### src/rtl/add_rr_pipe_if.sv
// add_rr_pipe_if: operand/result FIFO bundle shared by add_rr_pipe and its host.
// sat_flag exists only when ADD_RR_PIPE_SATURATE_EN is defined.
interface add_rr_pipe_if #(
   parameter int FLUX       = 2,
   parameter int DATA_WIDTH = 27
);
   localparam int TAG_WIDTH = $clog2(FLUX);
   localparam int WIDTH     = DATA_WIDTH + TAG_WIDTH;

   logic [FLUX*WIDTH-1:0] opA_dout;
   logic [FLUX-1:0]       opA_empty;
   logic [FLUX-1:0]       opA_read;
   logic [FLUX*WIDTH-1:0] opB_dout;
   logic [FLUX-1:0]       opB_empty;
   logic [FLUX-1:0]       opB_read;
   logic [WIDTH-1:0]      sum_din;
   logic                  sum_write;
   logic [FLUX-1:0]       sum_full;

`ifdef ADD_RR_PIPE_SATURATE_EN
   logic                  sat_flag;

   modport master (
      output opA_dout, opA_empty, opB_dout, opB_empty, sum_full,
      input  opA_read, opB_read, sum_din, sum_write, sat_flag
   );

   modport slave (
      input  opA_dout, opA_empty, opB_dout, opB_empty, sum_full,
      output opA_read, opB_read, sum_din, sum_write, sat_flag
   );
`else
   modport master (
      output opA_dout, opA_empty, opB_dout, opB_empty, sum_full,
      input  opA_read, opB_read, sum_din, sum_write
   );

   modport slave (
      input  opA_dout, opA_empty, opB_dout, opB_empty, sum_full,
      output opA_read, opB_read, sum_din, sum_write
   );
`endif
endinterface

### src/rtl/add_rr_pipe.sv
// add_rr_pipe: FLUX-channel round-robin add/sub with a registered result stage.
// Optional clamp on overflow with ADD_RR_PIPE_SATURATE_EN (adds sat_flag).
module add_rr_pipe #(
   parameter int FLUX       = 2,
   parameter int DATA_WIDTH = 27,
   parameter int OP_SUB     = 0
) (
   input logic          clk,
   input logic          rst,
   add_rr_pipe_if.slave bus
);
   localparam int TAG_WIDTH = $clog2(FLUX);
   localparam int WIDTH     = DATA_WIDTH + TAG_WIDTH;

   logic [FLUX-1:0]              elig;
   logic                         hit_hi, hit_lo, found;
   logic [TAG_WIDTH-1:0]         win_hi, win_lo, win;
   logic                         full_sel, drain, accept, fire;
   logic signed [DATA_WIDTH-1:0] a_op, b_op, res;
   logic                         unused_tags;

   logic                         r_valid_q, r_valid_d;
   logic [TAG_WIDTH-1:0]         r_tag_q, r_tag_d;
   logic [DATA_WIDTH-1:0]        r_data_q, r_data_d;
   logic [TAG_WIDTH-1:0]         rr_ptr_q, rr_ptr_d;

   assign elig = ~bus.opA_empty & ~bus.opB_empty & ~bus.sum_full;

   // Split the search at rr_ptr: lowest eligible at/above it wins, else lowest below
   always_comb begin
      hit_hi = 1'b0;
      hit_lo = 1'b0;
      win_hi = '0;
      win_lo = '0;
      for (int c = FLUX - 1; c >= 0; c--) begin
         if (elig[c]) begin
            if (TAG_WIDTH'(c) >= rr_ptr_q) begin
               hit_hi = 1'b1;
               win_hi = TAG_WIDTH'(c);
            end else begin
               hit_lo = 1'b1;
               win_lo = TAG_WIDTH'(c);
            end
         end
      end
   end

   assign found = hit_hi | hit_lo;
   assign win   = hit_hi ? win_hi : win_lo;

   // Full flag of the lane the held result is headed for
   always_comb begin
      full_sel = 1'b0;
      for (int c = 0; c < FLUX; c++) begin
         if (r_tag_q == TAG_WIDTH'(c)) full_sel = bus.sum_full[c];
      end
   end

   assign drain  = r_valid_q & ~full_sel & ~rst;
   assign accept = ~r_valid_q | drain;
   assign fire   = found & accept & ~rst;

   // Winner's operand data fields; incoming tag bits are dropped
   always_comb begin
      a_op        = '0;
      b_op        = '0;
      unused_tags = 1'b0;
      for (int c = 0; c < FLUX; c++) begin
         unused_tags = unused_tags
                     ^ (^bus.opA_dout[c*WIDTH+DATA_WIDTH +: TAG_WIDTH])
                     ^ (^bus.opB_dout[c*WIDTH+DATA_WIDTH +: TAG_WIDTH]);
         if (win == TAG_WIDTH'(c)) begin
            a_op = bus.opA_dout[c*WIDTH +: DATA_WIDTH];
            b_op = bus.opB_dout[c*WIDTH +: DATA_WIDTH];
         end
      end
   end

   // One-hot pop strobes for the winner on a fire cycle
   always_comb begin
      bus.opA_read = '0;
      bus.opB_read = '0;
      for (int c = 0; c < FLUX; c++) begin
         bus.opA_read[c] = fire && (win == TAG_WIDTH'(c));
         bus.opB_read[c] = fire && (win == TAG_WIDTH'(c));
      end
   end

`ifdef ADD_RR_PIPE_SATURATE_EN
   logic signed [DATA_WIDTH:0] wide;
   logic                       sat;
   logic                       sat_q, sat_d;

   // One extra bit exposes overflow; clamp toward the sign of the true result
   always_comb begin
      if (OP_SUB != 0) begin
         wide = {a_op[DATA_WIDTH-1], a_op} - {b_op[DATA_WIDTH-1], b_op};
      end else begin
         wide = {a_op[DATA_WIDTH-1], a_op} + {b_op[DATA_WIDTH-1], b_op};
      end
      sat = wide[DATA_WIDTH] ^ wide[DATA_WIDTH-1];
      res = wide[DATA_WIDTH-1:0];
      if (sat) begin
         res = wide[DATA_WIDTH] ? {1'b1, {(DATA_WIDTH-1){1'b0}}}
                                : {1'b0, {(DATA_WIDTH-1){1'b1}}};
      end
   end

   // Flag travels with the result it describes
   always_comb begin
      sat_d = sat_q;
      if (fire) sat_d = sat;
   end

   // Flag register
   always_ff @(posedge clk) begin
      if (rst) sat_q <= 1'b0;
      else     sat_q <= sat_d;
   end

   assign bus.sat_flag = sat_q;
`else
   // Plain two's-complement wrap at DATA_WIDTH
   always_comb begin
      if (OP_SUB != 0) res = a_op - b_op;
      else             res = a_op + b_op;
   end
`endif

   // Reload on fire (also covers same-cycle drain), otherwise empty on drain
   always_comb begin
      r_valid_d = r_valid_q;
      r_tag_d   = r_tag_q;
      r_data_d  = r_data_q;
      rr_ptr_d  = rr_ptr_q;
      if (fire) begin
         r_valid_d = 1'b1;
         r_tag_d   = win;
         r_data_d  = res;
         rr_ptr_d  = (win == TAG_WIDTH'(FLUX - 1)) ? '0 : win + 1'b1;
      end else if (drain) begin
         r_valid_d = 1'b0;
      end
   end

   // Result register and round-robin pointer
   always_ff @(posedge clk) begin
      if (rst) begin
         r_valid_q <= 1'b0;
         r_tag_q   <= '0;
         r_data_q  <= '0;
         rr_ptr_q  <= '0;
      end else begin
         r_valid_q <= r_valid_d;
         r_tag_q   <= r_tag_d;
         r_data_q  <= r_data_d;
         rr_ptr_q  <= rr_ptr_d;
      end
   end

   assign bus.sum_din   = {r_tag_q, r_data_q};
   assign bus.sum_write = drain;
endmodule
### src/flat_wrapper.sv
// flat-port wrapper written by rule: the top's interface ports become plain ports
module add_rr_pipe_flat 
#(
   parameter int FLUX       = 2,
   parameter int DATA_WIDTH = 27,
   parameter int OP_SUB     = 0
)
  (clk, rst, bus_opA_dout, bus_opA_empty, bus_opB_dout, bus_opB_empty, bus_sum_full, bus_opA_read, bus_opB_read, bus_sum_din, bus_sum_write);
  add_rr_pipe_if #(.FLUX(FLUX), .DATA_WIDTH(DATA_WIDTH)) bus_i ();
  input logic clk;
  input logic rst;
  input wire logic [$bits(bus_i.opA_dout)-1:0] bus_opA_dout;
  input wire logic [$bits(bus_i.opA_empty)-1:0] bus_opA_empty;
  input wire logic [$bits(bus_i.opB_dout)-1:0] bus_opB_dout;
  input wire logic [$bits(bus_i.opB_empty)-1:0] bus_opB_empty;
  input wire logic [$bits(bus_i.sum_full)-1:0] bus_sum_full;
  output wire logic [$bits(bus_i.opA_read)-1:0] bus_opA_read;
  output wire logic [$bits(bus_i.opB_read)-1:0] bus_opB_read;
  output wire logic [$bits(bus_i.sum_din)-1:0] bus_sum_din;
  output wire logic [$bits(bus_i.sum_write)-1:0] bus_sum_write;
  assign bus_i.opA_dout = bus_opA_dout;
  assign bus_i.opA_empty = bus_opA_empty;
  assign bus_i.opB_dout = bus_opB_dout;
  assign bus_i.opB_empty = bus_opB_empty;
  assign bus_i.sum_full = bus_sum_full;
  assign bus_opA_read = bus_i.opA_read;
  assign bus_opB_read = bus_i.opB_read;
  assign bus_sum_din = bus_i.sum_din;
  assign bus_sum_write = bus_i.sum_write;
  add_rr_pipe #(.FLUX(FLUX), .DATA_WIDTH(DATA_WIDTH), .OP_SUB(OP_SUB)) u_core (.clk(clk), .rst(rst), .bus(bus_i));
endmodule
### config.mk
export PLATFORM = sky130hd
export DESIGN_NAME = add_rr_pipe_flat
export DESIGN_NICKNAME = d
export VERILOG_FILES = /design/src/rtl/add_rr_pipe_if.sv /design/src/rtl/add_rr_pipe.sv /design/src/flat_wrapper.sv
export SDC_FILE = /design/constraint.sdc
export NUM_CORES = 1
export LEC_CHECK = 0
export ABC_AREA = 1
export CORE_ASPECT_RATIO = 2
export CORE_MARGIN = 2
export CORE_UTILIZATION = 46
export CTS_BUF_LIST = sky130_fd_sc_hd__clkbuf_4
export CTS_CLUSTER_DIAMETER = 120
export DETAILED_ROUTE_END_ITERATION = 6
export PLACE_DENSITY = 0.91
export SLEW_MARGIN = 30
export SYNTH_ARGS = -nofsm -noshare
export SYNTH_HDL_FRONTEND = slang
export SYNTH_SLANG_ARGS = --single-unit
### constraint.sdc
create_clock -name clk -period 3.23 [get_ports clk]
set_input_delay 0.4845 -clock clk [delete_from_list [all_inputs] [get_ports clk]]
set_output_delay 0.4845 -clock clk [all_outputs]
set_load 0.03 [all_outputs]
Word level (Yosys, flattened, before mapping)
Cells that the tools add are included.
Word-level totals
  flip-flop bits (word level): 30
  input bits: 120
  logic and storage cells: 45
Operators by class
  add/subtract/negate cells: 2
  order comparisons: 2
  muxes and demuxes: 19
  bitwise logic cells: 15
  reduce and logical (&&, ||, !) cells: 3
Operators with widths (count)
  two-way mux 27 bit: 2
  adder 27 bit: 1
  two-way mux 1 bit: 17
  NOT 2 bit: 3
  AND 1 bit: 4
  AND 2 bit: 2
  NOT 1 bit: 4
  >= comparator 1 bit, first input constant: 2
  logical AND 1 bit: 2
  bitwise OR 1 bit: 2
  nonzero test 2 bit: 1
  adder 1 bit, second input constant: 1

Depth between registers and ports, before layout
Gate-level depths: netlist (run 1).
  depth in word-level cells: 10
  gate-level depth with buffers: 21
  depth with buffers taken out: 20

Worst setup path before layout (run 1)
Ideal clock, no wire load.
  kind: input -> register
  from: input bus_sum_full[1]
  to: register u_core.r_data_q[16]
  setup time: 120 ps
  data arrival time: 2620 ps
  data required time: 3110 ps
  setup slack: 490 ps
  stages: 19
  cells stage by stage: nor3_2 > nand2_1 > inv_2 > clkbuf_1 > nand2_1 > nand2_1 > ha_1 > inv_1 > fa_1 > inv_1 > nand3_1 > nand3_1 > nand2_1 > nand2_1 > inv_1 > nor2_1 > o21ai_0 > nand2_1 > o21ai_1
On the way
  longest elaborated chain between the ends: 8
  elaborated cells on any way between the ends: 24
  those cells by class: 1 x add/sub; 14 x mux; 9 x bitwise
RTL lines
  from (decl): line flat_wrapper.sv:16  | input wire logic [$bits(bus_i.sum_full)-1:0] bus_sum_full;
  NOT 2 bit: line add_rr_pipe.sv:27  | assign elig = ~bus.opA_empty & ~bus.opB_empty & ~bus.sum_full;
  AND 2 bit: line add_rr_pipe.sv:27
  two-way mux 1 bit: line add_rr_pipe.sv:36  | if (elig[c]) begin
  two-way mux 1 bit: line add_rr_pipe.sv:37  | if (TAG_WIDTH'(c) >= rr_ptr_q) begin
  two-way mux 1 bit: line add_rr_pipe.sv:36
  two-way mux 1 bit or bitwise OR 1 bit (tied branches): line add_rr_pipe.sv:49, add_rr_pipe.sv:48
  two-way mux 27 bit or AND 1 bit (tied branches): line add_rr_pipe.sv:72, add_rr_pipe.sv:61
  adder 27 bit or AND 1 bit (tied branches): line add_rr_pipe.sv:126, add_rr_pipe.sv:61
  to (signal assigned): line add_rr_pipe.sv:156  | r_data_q <= r_data_d;
  to (decl): line add_rr_pipe.sv:24  | logic [DATA_WIDTH-1:0] r_data_q, r_data_d;
Parallel ways exist; a longest one is shown, timed or not.
A chain may end at the register's enable or synchronous reset.

Final worst setup path (run 1)
  from: input bus_opA_empty[1]
  to: register u_core.r_data_q[19]
On the way
  longest elaborated chain between the ends: 9
  elaborated cells on any way between the ends: 20
  those cells by class: 1 x add/sub; 13 x mux; 6 x bitwise
RTL lines
  from (decl): line flat_wrapper.sv:13  | input wire logic [$bits(bus_i.opA_empty)-1:0] bus_opA_empty;
  NOT 2 bit (*): line add_rr_pipe.sv:27
  AND 2 bit (*) (2 in a row): line add_rr_pipe.sv:27
  two-way mux 1 bit: line add_rr_pipe.sv:36
  two-way mux 1 bit: line add_rr_pipe.sv:37
  two-way mux 1 bit: line add_rr_pipe.sv:36
  two-way mux 1 bit or bitwise OR 1 bit (tied branches): line add_rr_pipe.sv:49, add_rr_pipe.sv:48
  two-way mux 27 bit or AND 1 bit (tied branches): line add_rr_pipe.sv:72, add_rr_pipe.sv:61
  adder 27 bit or AND 1 bit (tied branches): line add_rr_pipe.sv:126, add_rr_pipe.sv:61
Mark *: on every way between the ends. The rest lies on a longest branch, timed or not.

==> impl_metrics.json, run 1 <==
{
  "num_vias": 5132,
  "portBuffers": 148,
  "dieArea_sq_um": 9100,
  "fin_cells": 1019,
  "dp.cells": 1006,
  "top_usage_layer": "met2",
  "maxCapViolCount": 0,
  "area_delta_synth_final_pct": 53.1,
  "status": "finished, final reports clean",
  "worstHoldEndpoint": "u_core.r_data_q[13]",
  "ys_ff_latch": 30,
  "place.gp.congestion": 0.943,
  "layout-drive-gt1-share_pct": 10.6,
  "hpwl_um": 10900,
  "peakVddDrop_v": 0.000316,
  "rr_worst_depth": 17,
  "min_from": "u_core.r_data_q[13]",
  "grtUsageMet3_pct": 2.98,
  "grt_max_degree": 41,
  "cp_max_fo": 15,
  "syn_inst": 730,
  "pre_cts_slack_ns": -0.162,
  "report.final.slew_viol_count": 0,
  "antenna_found_initial": 0,
  "rsz0062_at_grt": "false",
  "die_h_um": 133,
  "final_util_pct": 71.6,
  "cts_buffers": 5,
  "p_leak_nw": 3.23,
  "critPathCaptureType": "flop",
  "die_x_um": 68.5,
  "final_nets": 1067,
  "timing.final.crit_share_pct": 93.1,
  "finalClockSkew_ns": 0.00636,
  "grt_pass1_wl_um": 20700,
  "synth_area_leaders": "nand2_1 (36%), dfxtp_1 (16%), inv_1 (10%), ha_1 (8.5%), nand3_1 (6.8%)",
  "vias_per_cell": 5.04,
  "start_util_pct": 46.8,
  "yosys.area.top_type_share_pct": 35.8,
  "async_flop_share_pct": 0,
  "grt_use_total_pct": 29.3,
  "maxSlewHeadroom_pct": 71.0,
  "diodes": 0,
  "routed_wl_um": 13300,
  "ant_nets": 0,
  "r2r_end": "u_core.r_data_q[19]",
  "min_path_cells": 2,
  "drtIter0Drc": 233,
  "min_path_type": "flop to flop",
  "synth-seq-area-share_pct": 15.7,
  "htreeDepth": 2,
  "ios": 153,
  "synthesis.area_sq_um": 3820,
  "wl_per_cell_um": 13.0,
  "cts_tree": "done",
  "synthFlopType": "dfxtp_1",
  "layout_min_cycle_time_ns": 3.01,
  "yosys-top-cells-count": "nand2_1 (365), inv_1 (102), nand3_1 (52), nor2_1 (41), dfxtp_1 (30)",
  "netSwitchingFraction_pct": 42.7,
  "power_frac_comb_pct": 62.6,
  "cp.required_ns": 3.47,
  "crit_type": "input pin to flop",
  "p_clk_share_pct": 12.6,
  "clk_pin_slew_ns": 0.10,
  "grt_pass1_vias": 4963,
  "synthDistinctLibCells": 32,
  "rows": 47,
  "syn_nets": 877,
  "r2r-start": "u_core.rr_ptr_q",
  "cp.arrival_ns": 3.25,
  "grtUsageMet1_pct": 25.7,
  "p_switching_mw": 0.736,
  "drc": 0,
  "clock-root-buffer": "clkbuf_4",
  "p_int_mw": 0.988,
  "report.final.setup_viol": 0,
  "fmax_mhz": 333,
  "syn_area_per_cell_sq_um": 5.24,
  "firstDrtPassIters": 5,
  "pwr-share-seq_pct": 24.8,
  "insertion_delay_ns": 0.34,
  "tightest_slew_ns": 0.434,
  "met2_usage_pct": 54.1,
  "holdBufCountCts": 0,
  "cts.sinks": 30,
  "overflow": 0,
  "fp.coreArea_sq_um": 8170,
  "synth_most_common_cell": "nand2_1",
  "critPathLaunchType": "input pin",
  "setup_slack_ns": 0.224,
  "worst-r2r-setup-slack_ns": 0.59,
  "synth_edf_count": 0,
  "yosys_warnings": 0,
  "synth_largest_area_cell": "nand2_1",
  "power.density_nw_per_um2": 295,
  "clockBufferDepth": 2,
  "finalHoldViolCount": 0
}
-- layout by cell type, fill, tap and decap left out, types with 2 or more instances in the layout --
| master | synthesis | layout |
|---|---|---|
| a21o_1 | 2 | 2 |
| a21oi_1 | 19 | 19 |
| and2_1 | 3 | 3 |
| buf_12 | 0 | 3 |
| buf_4 | 3 | 57 |
| clkbuf_4 | 0 | 5 |
| clkdlybuf4s50_1 | 0 | 144 |
| dfxtp_1 | 30 | 30 |
| ha_1 | 26 | 26 |
| inv_1 | 102 | 102 |
| inv_2 | 3 | 3 |
| nand2_1 | 365 | 363 |
| nand2_2 | 5 | 7 |
| nand3_1 | 52 | 51 |
| nand3_2 | 2 | 3 |
| nand4_1 | 6 | 6 |
| nor2_1 | 41 | 40 |
| nor2_2 | 5 | 6 |
| nor3_1 | 2 | 2 |
| nor3_2 | 3 | 2 |
| o21ai_0 | 13 | 13 |
| o21ai_1 | 4 | 4 |
| o21ai_2 | 6 | 6 |
| o21bai_1 | 4 | 4 |
| xnor2_1 | 8 | 8 |
-- power groups by stage --
stage          logic [mW]  registers (mW)  clock network (mW)
6_report             1.08           0.427               0.218
3_3_place_gp         1.04           0.433                   0
5_1_grt              1.19           0.431               0.239
2_1_floorplan       0.517           0.499                   0
4_1_cts              1.06           0.427               0.216
3_5_place_dp         1.06           0.435                   0
-- cells by family (layout without fill, tap and decap cells) --
kind of cell               after synthesis  count (layout)  share of synthesized area [%]
AOI/OAI and AO/OA                       50              50                           7.69
and+or+nand+nor                        486             487                           51.7
DFF                                     30              30                           15.7
adders and majority gates               27              27                           9.03
xor gates and xnor gates                 9               9                           2.06
buffers and inverters                  128             318                           13.8
-- critical path, stage by stage --
cell and delay (ns):
clkdlybuf4s50_1 0.44, nor3_4 0.28, nand2_4 0.13, buf_4 0.17, clkbuf_16 0.17, buf_12 0.13, nand2_1 0.05, nand2_1 0.06
ha_1 0.36, buf_4 0.17, nand3_1 0.07, nand2_1 0.07, a21oi_1 0.18, nand3_1 0.09, nand2_1 0.07, nand3_1 0.16
nand2_1 0.11, inv_1 0.04
-- routing by layer --
layer / part of all wire [%] / wire, um / vias up
met2: 53 / 7060 / 196
met4: 11 / 1430 / 0
met1: 32 / 4290 / 2236
met5: 0 / 0 / -
met3: 3.7 / 491 / 90
li1: - / - / 2610
-- worst max path at each step --
stage	startpoint	cells past startpoint	end	slack, ns
6_report	bus_opA_empty[1]	18	u_core.r_data_q[19]	0.22
5_1_grt	bus_opB_empty[0]	19	u_core.r_data_q[16]	0.007
4_1_cts	bus_opB_empty[0]	20	u_core.r_data_q[24]	0.19
3_3_place_gp	bus_opB_empty[0]	20	u_core.r_data_q[24]	-0.11
3_5_place_dp	bus_opB_empty[0]	20	u_core.r_data_q[24]	-0.16
2_1_floorplan	bus_sum_full[1]	19	u_core.r_data_q[16]	0.49
-- metrics by stage --
| step | TNS, ns | instance area (sq um) | power [mW] | hold WS, ns |
|---|---|---|---|---|
| detailed placement | -1.48 | 5720 | 1.49 | 0.464 |
| global route | 0 | 5850 | 1.86 | 0.513 |
| finish | 0 | 5850 | 1.72 | 0.486 |
| floorplan | 0 | 3820 | 1.02 | 0.467 |
| global placement | -0.732 | 5720 | 1.47 | 0.460 |
| CTS | 0 | 5780 | 1.71 | 0.485 |
-- area by class of cell --
| class | instances | area [sq um] |
|---|---|---|
| fillers | 683 | 2320 |
| flip-flops and latches | 30 | 601 |
| clock inverters | 3 | 16.3 |
| clock buffers | 5 | 37.5 |
| repair buffers | 205 | 1950 |
| multi-input cells | 573 | 2730 |
| well taps | 98 | 123 |
| inverters | 105 | 394 |
-- flip-flops by register name, indices dropped and copies added (netlist names) --
register and flops:
u_core.r_data_q 27, u_core.r_tag_q 1, u_core.r_valid_q 1, u_core.rr_ptr_q 1
-- timing repair --
action                                  CTS  global route
setup buffers                             0             3
endpoints found under the setup margin    0            12
resized for setup                         0             5
No activity file was read; power rests on OpenSTA's default activity.
==> run 2: changes to the inputs <==
ABC_AREA = default   (was 1)
DONT_BUFFER_PORTS = 1   (was default)
PLACE_DENSITY = 0.68   (was 0.91)
==> run 2 against run 1 <==
Global-route usage decreased by 8.8 points. Sequential power is 19% higher. Utilization shrank 11 points. Critical path depth is 4 lower. The flow now finishes with violations (negative setup slack). Final cell count shrank 48%.
==> impl_metrics.json, run 2 <==
{
  "portBuffers": 0,
  "fin_cells": 531,
  "insertion_delay_ns": 0.32,
  "maxCapViolCount": 0,
  "dieArea_sq_um": 7680,
  "largest_reg_flops": 27,
  "layout_min_cycle_time_ns": 3.24,
  "tightest_slew_ns": 0.652,
  "vias_per_cell": 5.66,
  "final_nets": 587,
  "synth_largest_area_cell": "dfxtp_1",
  "grt_pass1_vias": 3031,
  "die_h_um": 122,
  "firstDrtPassIters": 5,
  "wl_per_cell_um": 15.2,
  "synth-seq-area-share_pct": 18.8,
  "clockBufferDepth": 2,
  "layout_common_cells": "buf_4 (76), mux2_2 (43), o21ai_0 (33), dfxtp_1 (30), nand3b_1 (24)",
  "yosys.area.top_type_share_pct": 18.8,
  "layout-drive-gt1-share_pct": 42.6,
  "yosys-top-cells-count": "mux2_2 (53), o21ai_0 (38), dfxtp_1 (30), a21oi_1 (26), ha_1 (26)",
  "synth_most_common_cell": "mux2_2",
  "critPathLaunchType": "input pin",
  "holdBufCountCts": 0,
  "status": "complete, but fails checks",
  "async_flop_share_pct": 0,
  "fp.coreArea_sq_um": 6830,
  "finalHoldViolCount": 0,
  "routed_wl_um": 8080,
  "holdWs_ns": 0.226,
  "htreeDepth": 2,
  "hpwl_um": 6600,
  "place.gp.congestion": 0.890,
  "synthFlopType": "dfxtp_1",
  "syn_nets": 524,
  "yosys_warnings": 0,
  "fillCellCount": 590,
  "rsz0062_at_grt": "true",
  "grt_use_total_pct": 20.5,
  "crit_type": "input pin to flop",
  "route.met3.wl_um": 626,
  "maxSlewHeadroom_pct": 56.6,
  "cts_buffers": 5,
  "finalPower_mw": 1.47,
  "report.final.setup_viol": 1,
  "p_leak_nw": 1.67,
  "synthesis.area_sq_um": 3200,
  "diodes": 0,
  "overflow": 0,
  "placed_area_sq_um": 3940,
  "num_vias": 3007,
  "top_register": "u_core.r_data_q",
  "cp_max_fo": 10,
  "top_layer_used": "met4",
  "finalClockSkew_ns": 0.00548,
  "pre_cts_slack_ns": -0.396,
  "grt_pass1_wl_um": 13100,
  "critPathCaptureType": "flop",
  "min_path_type": "input pin to flop",
  "start_util_pct": 46.8,
  "clock-root-buffer": "clkbuf_4",
  "synthDistinctLibCells": 54,
  "rows": 43,
  "design_area_sq_um": 4160,
  "cp.arrival_ns": 3.44,
  "finalSetupTns_ns": -0.0102,
  "power.density_nw_per_um2": 353,
  "dr_wl_met2_um": 4020,
  "peakVddDrop_v": 0.000134,
  "fmax_mhz": 309,
  "ys_ff_latch": 30,
  "drtIter0Drc": 125,
  "final_util_pct": 60.9,
  "cts_tree": "done",
  "ios": 153,
  "die_x_um": 63.0,
  "report.final.slew_viol_count": 0,
  "cp.required_ns": 3.43,
  "m1WireLength_um": 3280,
  "syn_area_per_cell_sq_um": 8.48,
  "setup_slack_ns": -0.0102,
  "syn_inst": 377,
  "synth_area_leaders": "dfxtp_1 (19%), mux2_2 (19%), ha_1 (10%), o21ai_0 (5.9%), nand3b_1 (5.6%)",
  "final_common_cell": "buf_4",
  "antenna_found_initial": 0,
  "timing.final.crit_share_pct": 100,
  "dp.cells": 518,
  "synth_edf_count": 0,
  "cts.sinks": 30,
  "clk_pin_slew_ns": 0.09,
  "ant_nets": 0,
  "drc": 0,
  "violations": "negative setup slack",
  "area_delta_synth_final_pct": 30.2,
  "grt_max_degree": 34
}
-- run 2: cell types whose count changed in the layout (fill, tap and decap cells not counted), sizes merged, moves of 23 or more --
cell,change
nand3,-45
mux2,+53
inv,-93
clkdlybuf4s50,-144
nand2,-349
nor2,-29
nand3b,+23
-- run 2: repair_timing --
| item | 4_1_cts | 5_1_grt |
|---|---|---|
| endpoints found under the setup margin | 4 | 10 |
| resized for setup | 7 | 24 |
| pin swaps | 0 | 8 |
| buffers inserted | 2 | 3 |
| endpoints found under the hold margin | 0 | 0 |
-- run 2: cells by family after synthesis --
logic type	after synthesis	synth area share, %
compound gates	100	19.6
xor+xnor	25	6.85
fa+ha+maj	27	10.8
buf+inv	36	6.38
flops	30	18.8
mux	53	18.7
simple gates	106	18.9
-- run 2: worst paths after layout --
check / start / endpoint / slack, ns / depth (start not counted)
hold reg to reg: u_core.r_valid_q / u_core.r_valid_q / 0.46 / 2
hold / removal: rst / u_core.r_valid_q / 0.23 / 1
setup / recovery: bus_sum_full[1] / u_core.r_data_q[25] / -0.01 / 14
setup reg to reg: u_core.rr_ptr_q / u_core.r_data_q[25] / 0.02 / 14
-- run 2: cell type report --
class | count | area (sq um) | area share, %
clock buffers | 6 | 45.0 | 1.08
clock inverters | 2 | 8.76 | 0.210
inverters | 12 | 45.0 | 1.08
well taps | 90 | 113 | 2.70
flip-flops and latches | 30 | 601 | 14.4
repair buffers | 80 | 658 | 15.8
multi-input cells | 311 | 2690 | 64.7
-- run 2: per-layer routing --
| layer | track usage, % | vias up |
|---|---|---|
| li1 | - | 1510 |
| met1 | 24.3 | 1346 |
| met2 | 36.4 | 134 |
| met3 | 4.06 | 17 |
| met4 | 6.81 | 0 |
| met5 | 0 | - |
-- run 2: where the power goes --
| part | switching (mW) | internal, mW |
|---|---|---|
| clock network | 0.118 | 0.0900 |
| logic | 0.352 | 0.402 |
| registers | 0.0996 | 0.408 |
-- run 2: worst max-delay path: stages --
cell      delay [ns]
nor3_4          0.18
a21boi_4        0.22
buf_12          0.16
buf_12          0.13
mux2_4          0.31
ha_4            0.28
o211ai_1        0.12
o21ai_2         0.20
a211oi_2        0.10
or2_4           0.27
a31oi_4         0.22
o22ai_2         0.12
and3_1          0.15
or4_1           0.48
==> run 3: changes to the inputs <==
CAP_MARGIN = 5   (was default)
CTS_CLUSTER_SIZE = 8   (was default)
PLACE_DENSITY = 0.7   (was 0.68)
clock period = 2.8 ns   (was 3.23 ns; I/O delays follow)
==> run 3 against run 2 <==
The flow still finishes with violations (negative setup slack). Global-route usage increased by 3.4 points. Total power increased by 31%. Die area unchanged. Critical endpoint unchanged. Non-clock buffer count increased by 24. Critical path type is now flop to flop. Hold slack got worse by 0.066 ns. Critical path depth unchanged. Largest power group unchanged. First-iteration DRC count increased by 76%. Via count increased by 5.8%. Clock skew increased by 0.0023 ns. Routed wire length increased by 22%. Clock power increased by 9%. Design area increased by 14%.
==> impl_metrics.json, run 3 (synthesized netlist as in run 2, its figures left out) <==
{
  "drc": 0,
  "grt_pass1_wl_um": 15100,
  "die_x_um": 63.0,
  "rows": 43,
  "cp_max_fo": 8,
  "num_vias": 3182,
  "worstHoldEndpoint": "u_core.r_valid_q",
  "vias_per_cell": 5.73,
  "layout-drive-gt1-share_pct": 51.2,
  "min_path_cells": 1,
  "final_nets": 611,
  "cts_buffers": 5,
  "start_util_pct": 46.8,
  "r2r_end": "u_core.r_data_q[25]",
  "crit_path_top_delay_cell": "or4_1",
  "maxSlewHeadroom_pct": 64.2,
  "crit_family": "compound AO/OA/AOI/OAI gates",
  "report.final.setup_viol": 18,
  "portBuffers": 0,
  "top_layer_used": "met4",
  "route.met3.wl_um": 637,
  "critPathCaptureType": "flop",
  "pre_cts_slack_ns": -0.761,
  "fillCellCount": 495,
  "m1WireLength_um": 3800,
  "dieArea_sq_um": 7680,
  "cts_tree": "done",
  "placed_area_sq_um": 3990,
  "firstDrtPassIters": 4,
  "htreeDepth": 2,
  "cts.sinks": 30,
  "design_area_sq_um": 4740,
  "status": "complete, but fails checks",
  "report.final.slew_viol_count": 0,
  "path_cells": "inv_2, a21boi_4, buf_6, buf_12, mux2_4, ha_4, o211ai_1, o21ai_2, a211oi_2, or2_4, a31oi_4, o22ai_4, and3_1, or4_1",
  "ios": 153,
  "finalHoldViolCount": 0,
  "place.gp.congestion": 0.905,
  "drtIter0Drc": 220,
  "die_h_um": 122,
  "critPathLaunchType": "flop",
  "setup_slack_ns": -0.441,
  "cp.arrival_ns": 3.44,
  "antenna_found_initial": 0,
  "fp.coreArea_sq_um": 6830,
  "clockBufferDepth": 2,
  "cp.required_ns": 3.00,
  "area_delta_synth_final_pct": 48.1,
  "grt_use_total_pct": 23.9,
  "r2r-start": "u_core.rr_ptr_q",
  "max_stage_delay_ns": 0.48,
  "fmax_mhz": 309,
  "layout_common_cells": "buf_4 (86), mux2_2 (33), dfxtp_1 (29), nand3b_1 (24)",
  "insertion_delay_ns": 0.32,
  "clock-root-buffer": "clkbuf_4",
  "path_buf_inv": 3,
  "violations": "negative setup slack",
  "timing.final.crit_share_pct": 116,
  "largest_reg_flops": 27,
  "rr_worst_depth": 14,
  "power.density_nw_per_um2": 406,
  "grt_pass1_vias": 3287,
  "holdBufCountCts": 0,
  "min_path_type": "input pin to flop",
  "peakVddDrop_v": 0.000174,
  "hpwl_um": 6850,
  "tightest_slew_ns": 0.531,
  "overflow": 0,
  "diodes": 0,
  "rsz0062_at_grt": "true",
  "ant_nets": 0,
  "grt_max_degree": 34,
  "routed_wl_um": 9870,
  "p_leak_nw": 1.93,
  "dr_wl_met2_um": 5250,
  "clk_pin_slew_ns": 0.09,
  "min_from": "rst",
  "wl_per_cell_um": 17.8,
  "worst-r2r-setup-slack_ns": -0.44,
  "layout_min_cycle_time_ns": 3.24,
  "final_common_cell": "buf_4",
  "holdWs_ns": 0.160,
  "crit_type": "flop to flop",
  "worstSetupStartpoint": "u_core.rr_ptr_q",
  "finalSetupTns_ns": -4.52,
  "top_register": "u_core.r_data_q",
  "maxCapViolCount": 0,
  "finalClockSkew_ns": 0.00781
}
==> run 3: report_power, final <==
| group | switching, mW | internal (mW) |
|---|---|---|
| Clock | 0.137 | 0.0892 |
| Sequential | 0.116 | 0.471 |
| Combinational | 0.511 | 0.597 |
==> run 3: final cells by class <==
cell class                 instances  area (sq um)  area share (%)
clock buffer                       5          37.5           0.793
multi-input combinational        311          3030            64.0
tap                               90           113            2.38
clock inverter                     3          11.3           0.238
sequential                        30           602            12.7
timing repair buffer             104           898            19.0
inverter                          12          45.0           0.951
==> run 3: worst max-delay path by stage <==
| stage | endpoint | slack [ns] | cells after the start |
|---|---|---|---|
| detailed placement | u_core.r_data_q[25] | -0.76 | 13 |
| finish | u_core.r_data_q[25] | -0.44 | 14 |
| global route | u_core.r_data_q[25] | -0.58 | 14 |
| floorplan | u_core.r_data_q[25] | -0.60 | 14 |
| CTS | u_core.r_data_q[25] | -0.42 | 14 |
| global placement | u_core.r_data_q[25] | -0.67 | 13 |
==> run 3: layer usage <==
metal	up-vias	track usage, %
met5	-	0
met3	16	4.52
met4	0	7.64
met1	1482	28.1
met2	127	43.2
li1	1557	-
==> run 3: per-stage QoR <==
step	std cells	util (%)	total power, mW
floorplan	377	-	1.18
detailed placement	522	58.4	1.43
finish	555	69.3	1.92
CTS	551	66.5	1.80
global route	555	69.3	2.03
global placement	522	58.4	1.41
==> run 3: repair_timing <==
action / CTS / global route
buffers inserted: 19 / 10
pin swaps: 32 / 47
endpoints found under the setup margin: 16 / 21
gates cloned: 2 / 0
gates resized for setup: 71 / 49
